$ cat config.mk
export PLATFORM = sky130hd
export DESIGN_NAME = riscv_wb_trace
export DESIGN_NICKNAME = d
export VERILOG_FILES = /design/src/rtl/riscv_wb_trace.sv
export SDC_FILE = /design/constraint.sdc
export NUM_CORES = 2
export LEC_CHECK = 0
export BUFFER_PORTS_ARGS = -buffer_cell sky130_fd_sc_hd__buf_2
export CAP_MARGIN = 20
export CORE_ASPECT_RATIO = 0.75
export CORE_MARGIN = 3
export CORE_UTILIZATION = 60
export CTS_BUF_LIST = sky130_fd_sc_hd__clkbuf_8 sky130_fd_sc_hd__clkbuf_16
export DETAILED_ROUTE_END_ITERATION = 12
export GPL_TIMING_DRIVEN = 0
export PLACE_DENSITY = 0.78
export SLEW_MARGIN = 20
export SYNTH_ARGS = -nofsm -noshare
export SYNTH_HDL_FRONTEND = slang
export SYNTH_SLANG_ARGS = --single-unit
$ cat constraint.sdc
create_clock -name clk -period 27.6 [get_ports clk]
set_clock_uncertainty 0.1 [all_clocks]
set_input_delay 5.52 -clock clk [delete_from_list [all_inputs] [get_ports clk]]
set_output_delay 5.52 -clock clk [all_outputs]
set_load 0.005 [all_outputs]
$ cat src/rtl/riscv_wb_trace.sv
// riscv_wb_trace: register-file writeback trace buffer.
// Snoops core writebacks, filters them by a programmable mode, and queues
// accepted entries in a first-word-fall-through circular FIFO with overflow
// accounting (sticky flag plus saturating drop counter).
// Optional feature macro: RISCV_TRACE_TS_EN adds a free-running cycle
// counter, a per-entry timestamp and the out_ts port.
module riscv_wb_trace #(
  parameter int unsigned Bits   = 64,
  parameter int unsigned N      = 32,
  parameter int unsigned Depth  = 16,
  parameter int unsigned TsBits = 32,
  localparam int unsigned RW    = $clog2(N),
  localparam int unsigned AW    = $clog2(Depth)
) (
  input  logic              clk,
  input  logic              rst,
  input  logic              clear,
  input  logic [1:0]        mode,
  input  logic [RW-1:0]     match_rd,
  input  logic              wb_en,
  input  logic [RW-1:0]     wb_rd,
  input  logic [Bits-1:0]   wb_data,
  input  logic [Bits-1:0]   wb_pc,
  output logic              out_valid,
  input  logic              out_ready,
  output logic [RW-1:0]     out_rd,
  output logic [Bits-1:0]   out_data,
  output logic [Bits-1:0]   out_pc,
`ifdef RISCV_TRACE_TS_EN
  output logic [TsBits-1:0] out_ts,
`endif
  output logic [AW:0]       count,
  output logic              overflow,
  output logic [15:0]       drop_cnt
);

  localparam logic [AW:0] FullCount = (AW+1)'(Depth);

  // Elaboration-time parameter sanity checks.
  if ((Depth < 2) || ((Depth & (Depth - 1)) != 0)) begin : g_bad_depth
    $error("Depth must be a power of two >= 2");
  end
  if (TsBits < 1) begin : g_bad_ts
    $error("TsBits must be >= 1");
  end

  logic [RW-1:0]   mem_rd   [Depth];
  logic [Bits-1:0] mem_data [Depth];
  logic [Bits-1:0] mem_pc   [Depth];
  logic [AW-1:0]   wp;
  logic [AW-1:0]   rp;
  logic            valid_q;

  logic            mode_hit;
  logic            capture;
  logic            pop;
  logic            full;
  logic            push;
  logic            drop;
  logic [AW:0]     count_next;

  // Capture filter, push/pop/drop decisions and next occupancy.
  always_comb begin
    mode_hit   = 1'b0;
    capture    = 1'b0;
    pop        = 1'b0;
    full       = 1'b0;
    push       = 1'b0;
    drop       = 1'b0;
    count_next = count;
    unique case (mode)
      2'd0:    mode_hit = 1'b0;
      2'd1:    mode_hit = 1'b1;
      2'd2:    mode_hit = (wb_rd != RW'(0));
      default: mode_hit = (wb_rd == match_rd);
    endcase
    capture    = wb_en && mode_hit;
    pop        = valid_q && out_ready;
    full       = (count == FullCount);
    push       = capture && (!full || pop);
    drop       = capture && full && !pop;
    count_next = count + (AW+1)'(push) - (AW+1)'(pop);
  end

  // Pointers, occupancy and overflow accounting; rst > clear > push/pop.
  always_ff @(posedge clk) begin
    if (rst || clear) begin
      wp       <= '0;
      rp       <= '0;
      count    <= '0;
      valid_q  <= 1'b0;
      overflow <= 1'b0;
      drop_cnt <= '0;
    end else begin
      if (push) wp <= wp + AW'(1);
      if (pop)  rp <= rp + AW'(1);
      count   <= count_next;
      valid_q <= (count_next != '0);
      if (drop) begin
        overflow <= 1'b1;
        if (drop_cnt != 16'hFFFF) drop_cnt <= drop_cnt + 16'd1;
      end
    end
  end

  // Entry storage; contents need no reset since out_valid qualifies them.
  always_ff @(posedge clk) begin
    if (!rst && !clear && push) begin
      mem_rd[wp]   <= wb_rd;
      mem_data[wp] <= wb_data;
      mem_pc[wp]   <= wb_pc;
    end
  end

`ifdef RISCV_TRACE_TS_EN
  logic [TsBits-1:0] ts;
  logic [TsBits-1:0] mem_ts [Depth];

  // Free-running cycle counter; only rst restarts it.
  always_ff @(posedge clk) begin
    if (rst) ts <= '0;
    else     ts <= ts + TsBits'(1);
  end

  // Timestamp of each entry is the counter value at its capture edge.
  always_ff @(posedge clk) begin
    if (!rst && !clear && push) mem_ts[wp] <= ts;
  end

  assign out_ts = mem_ts[rp];
`endif

  // Head entry is presented directly from storage.
  assign out_valid = valid_q;
  assign out_rd    = mem_rd[rp];
  assign out_data  = mem_data[rp];
  assign out_pc    = mem_pc[rp];

endmodule

==> out/results.txt <==
Status: complete, no violations
Ys async rst share: 0%
Final Hold Vio Count: 0
Worst EP arrival: 4.30 ns
Seq/Total Area, Yosys: 78.8%
MaxCap Viol Count: 0
Setup TNS: 0 ns
Max FO, Critical Path: 10
CTS Buffer Depth: 3
Drt first pass iters: 5
Area growth syn-to-layout: 16.1%
Post-CTS resize count: 0
Placed insts: 5613
Clock latency on the worst-skew pair: 0.81 ns
Pre-CTS setup slack: 17.48 ns
Synth Area per Inst: 24.5 um^2
DRT iter0 DRCs: 6111
Crit start category: register
Synthesized instance count: 3347
Mapped Nets: 3504
Pleak: 29.7 nW
Internal power: 5.11 mW
Die X: 433 um
Post-CTS Setup Bufs: 0
Register clock-pin slew on the reported worst setup and hold paths: 0.06 ns
CTS tree: done
First-pass GRT wire length: 299000 um
Library cells used by synthesis: 43
CP required: 21.98 ns
Die ar.: 0.141 mm^2
Clk root buf: clkbuf_16
PortBufs: 300
Critical Path End Type: primary output
RSZ-0062 raised after global routing: false
Row cnt: 116
Final std cells w/o fill: 5991
Average wire per standard cell: 34.8 um
TritonCTS buffer count: 192
Top FF cell, synth: edfxtp_1
Clock tree sinks: 2163
Final Setup Violations: 0
Synth top cells by count: 2128 x edfxtp_1, 616 x mux4_2, 70 x clkbuf_1
Grt ovf: 0
Hold_buf cts: 0
Relative slew slack: 18.2%
Total power: 6.40 mW
Most frequent cell after synthesis: edfxtp_1
Clk pwr share: 40.4%
Initial antenna violation count: 38
Sw Share: 20.2%
Fmax: 0.101 GHz
Yosys top cell by area: edfxtp_1
Top cells by area, synth: edfxtp_1 78%, mux4_2 17%, dfxtp_1 0.85%
Share of layout cells above drive strength 1: 35.7%
Vias in the first global route: 41200
Post-synth top area share: 77.9%
H-tree depth: 4
Hold Crit Class: reg2reg
Largest net degree at the start of global routing: 20
Maximum vdd drop: 65.3 uV
Via count: 40600
Post-synth EDFFs: 2128
Final net count: 4194
Drt total wl: 209000 um
Power share of the combinational group: 3.2%
Pwr Density: 67.2 mW/mm^2
Fillers: 7469
Cell Area, Synth: 0.0820 mm^2
Hold WS: 0.384 ns
Yosys reg bits: 2163
Post-DRT Antenna Nets: 0
Period utilisation layout: 35.9%
Post-route setup slack: 17.68 ns
Seq pwr share: 56.4%
Slew Limit Fails: 0
Least-Margin Pin Slew: 1.23 ns
Yosys warnings: 0
Post-route cell area: 0.0952 mm^2
Starting density of the core: 60.9%
GRT Total Usage: 30.2%
Placed Area: 0.0891 mm^2
P_sw: 1.29 mW
Die Span Y: 326 um
Core area: 0.135 mm^2
Drt drc: 0
DP HPWL: 130000 um
Via-per-instance ratio: 6.77
Critical path class: reg2out
Min cycle time layout: 9.92 ns
I/O Pins: 301
Fin util: 70.8%
Routability cong.: 0.779
## critical path: stages (launching register included)
cell and delay (ns):
dfxtp_1 0.39, buf_2 0.34, buf_2 0.56, buf_1 0.78, clkbuf_1 0.73, a211oi_1 0.15, a21oi_1 0.33, buf_2 0.20
## cells by family (layout without fill, tap and decap cells)
group	count (synthesis)	in the layout	synth area share (%)
DFF	2163	2163	78.8
muxes	669	669	17.6
buffers and inverters	184	1032	1.14
and+or+nand+nor	168	168	1.13
AOI/OAI and AO/OA	139	139	1.05
adders and majority gates	12	12	0.192
xor gates and xnor gates	12	12	0.128
other	0	26	0
## path summary, 6_finish.rpt
kind | end | start | cells past startpoint | slack (ns)
worst max-delay path | out_data[15] | register | 7 | 17.68
worst min-delay path | overflow$_SDFFE_PP0P_ | overflow$_SDFFE_PP0P_ | 2 | 0.38
worst max register to register | mem_pc[0][39]$_DFFE_PP_ | count[2]$_SDFF_PP0_ | 14 | 23.19
worst min register to register | overflow$_SDFFE_PP0P_ | overflow$_SDFFE_PP0P_ | 2 | 0.38
## per-layer routing
metal | wire length [um] | vias to the layer above | part of all wire [%] | global-route usage (%)
li1 | - | 15900 | - | -
met3 | 24900 | 402 | 12 | 6.88
met1 | 76500 | 21300 | 37 | 44.0
met5 | 55 | - | 0.026 | 0
met4 | 7400 | 8 | 3.5 | 10.8
met2 | 99900 | 2909 | 48 | 46.1
## state kept, by name, summed over array words and instances (netlist names), named ones only
register / cells
rp: 4
overflow: 1
mem_rd: 80
drop_cnt: 16
mem_data: 1024
mem_pc: 1024
out_valid: 1
count: 5
wp: 4
## power groups by stage
stage,Sequential (mW),Combinational [mW],Clock (mW)
global placement,3.69,0.193,0
CTS,3.61,0.205,2.61
global route,3.61,0.220,2.74
detailed placement,3.68,0.203,0
floorplan,3.69,0.105,0
finish,3.61,0.204,2.59
## placed cells by master, fill, tap and decap left out, drive strengths merged, types with 2 or more instances in the layout
cell type and n:
mux2i 53, edfxtp 2128, nand3 12, nand2b 2, nor4 4, nor2b 49
clkinv 84, bufinv 12, ha 11, xor2 8, and4 4, dfxtp 35
nor3 5, or4 6, inv 57, nand2 20, and2 3, a21oi 68
nor2 34, buf 602, or3 9, mux4 616, a211oi 51, diode 26
clkinvlp 5, o31ai 4, nand4 17, xnor2 4, clkbuf 272, o21ai 9
## layout make-up
class | instances | area, um^2 | share of cell area, %
Multi-Input combinational cell | 1000 | 16600 | 17.4
Inverter | 7 | 26.3 | 0.0276
Antenna cell | 26 | 65.1 | 0.0683
Timing Repair Buffer | 496 | 4770 | 5.01
Tap cell | 1770 | 2210 | 2.33
Clock inverter | 151 | 1070 | 1.13
Clock buffer | 201 | 4980 | 5.23
Sequential cell | 2163 | 64600 | 67.8
Buffer | 177 | 921 | 0.967
Note: power is estimated with default switching activity, not from simulation.
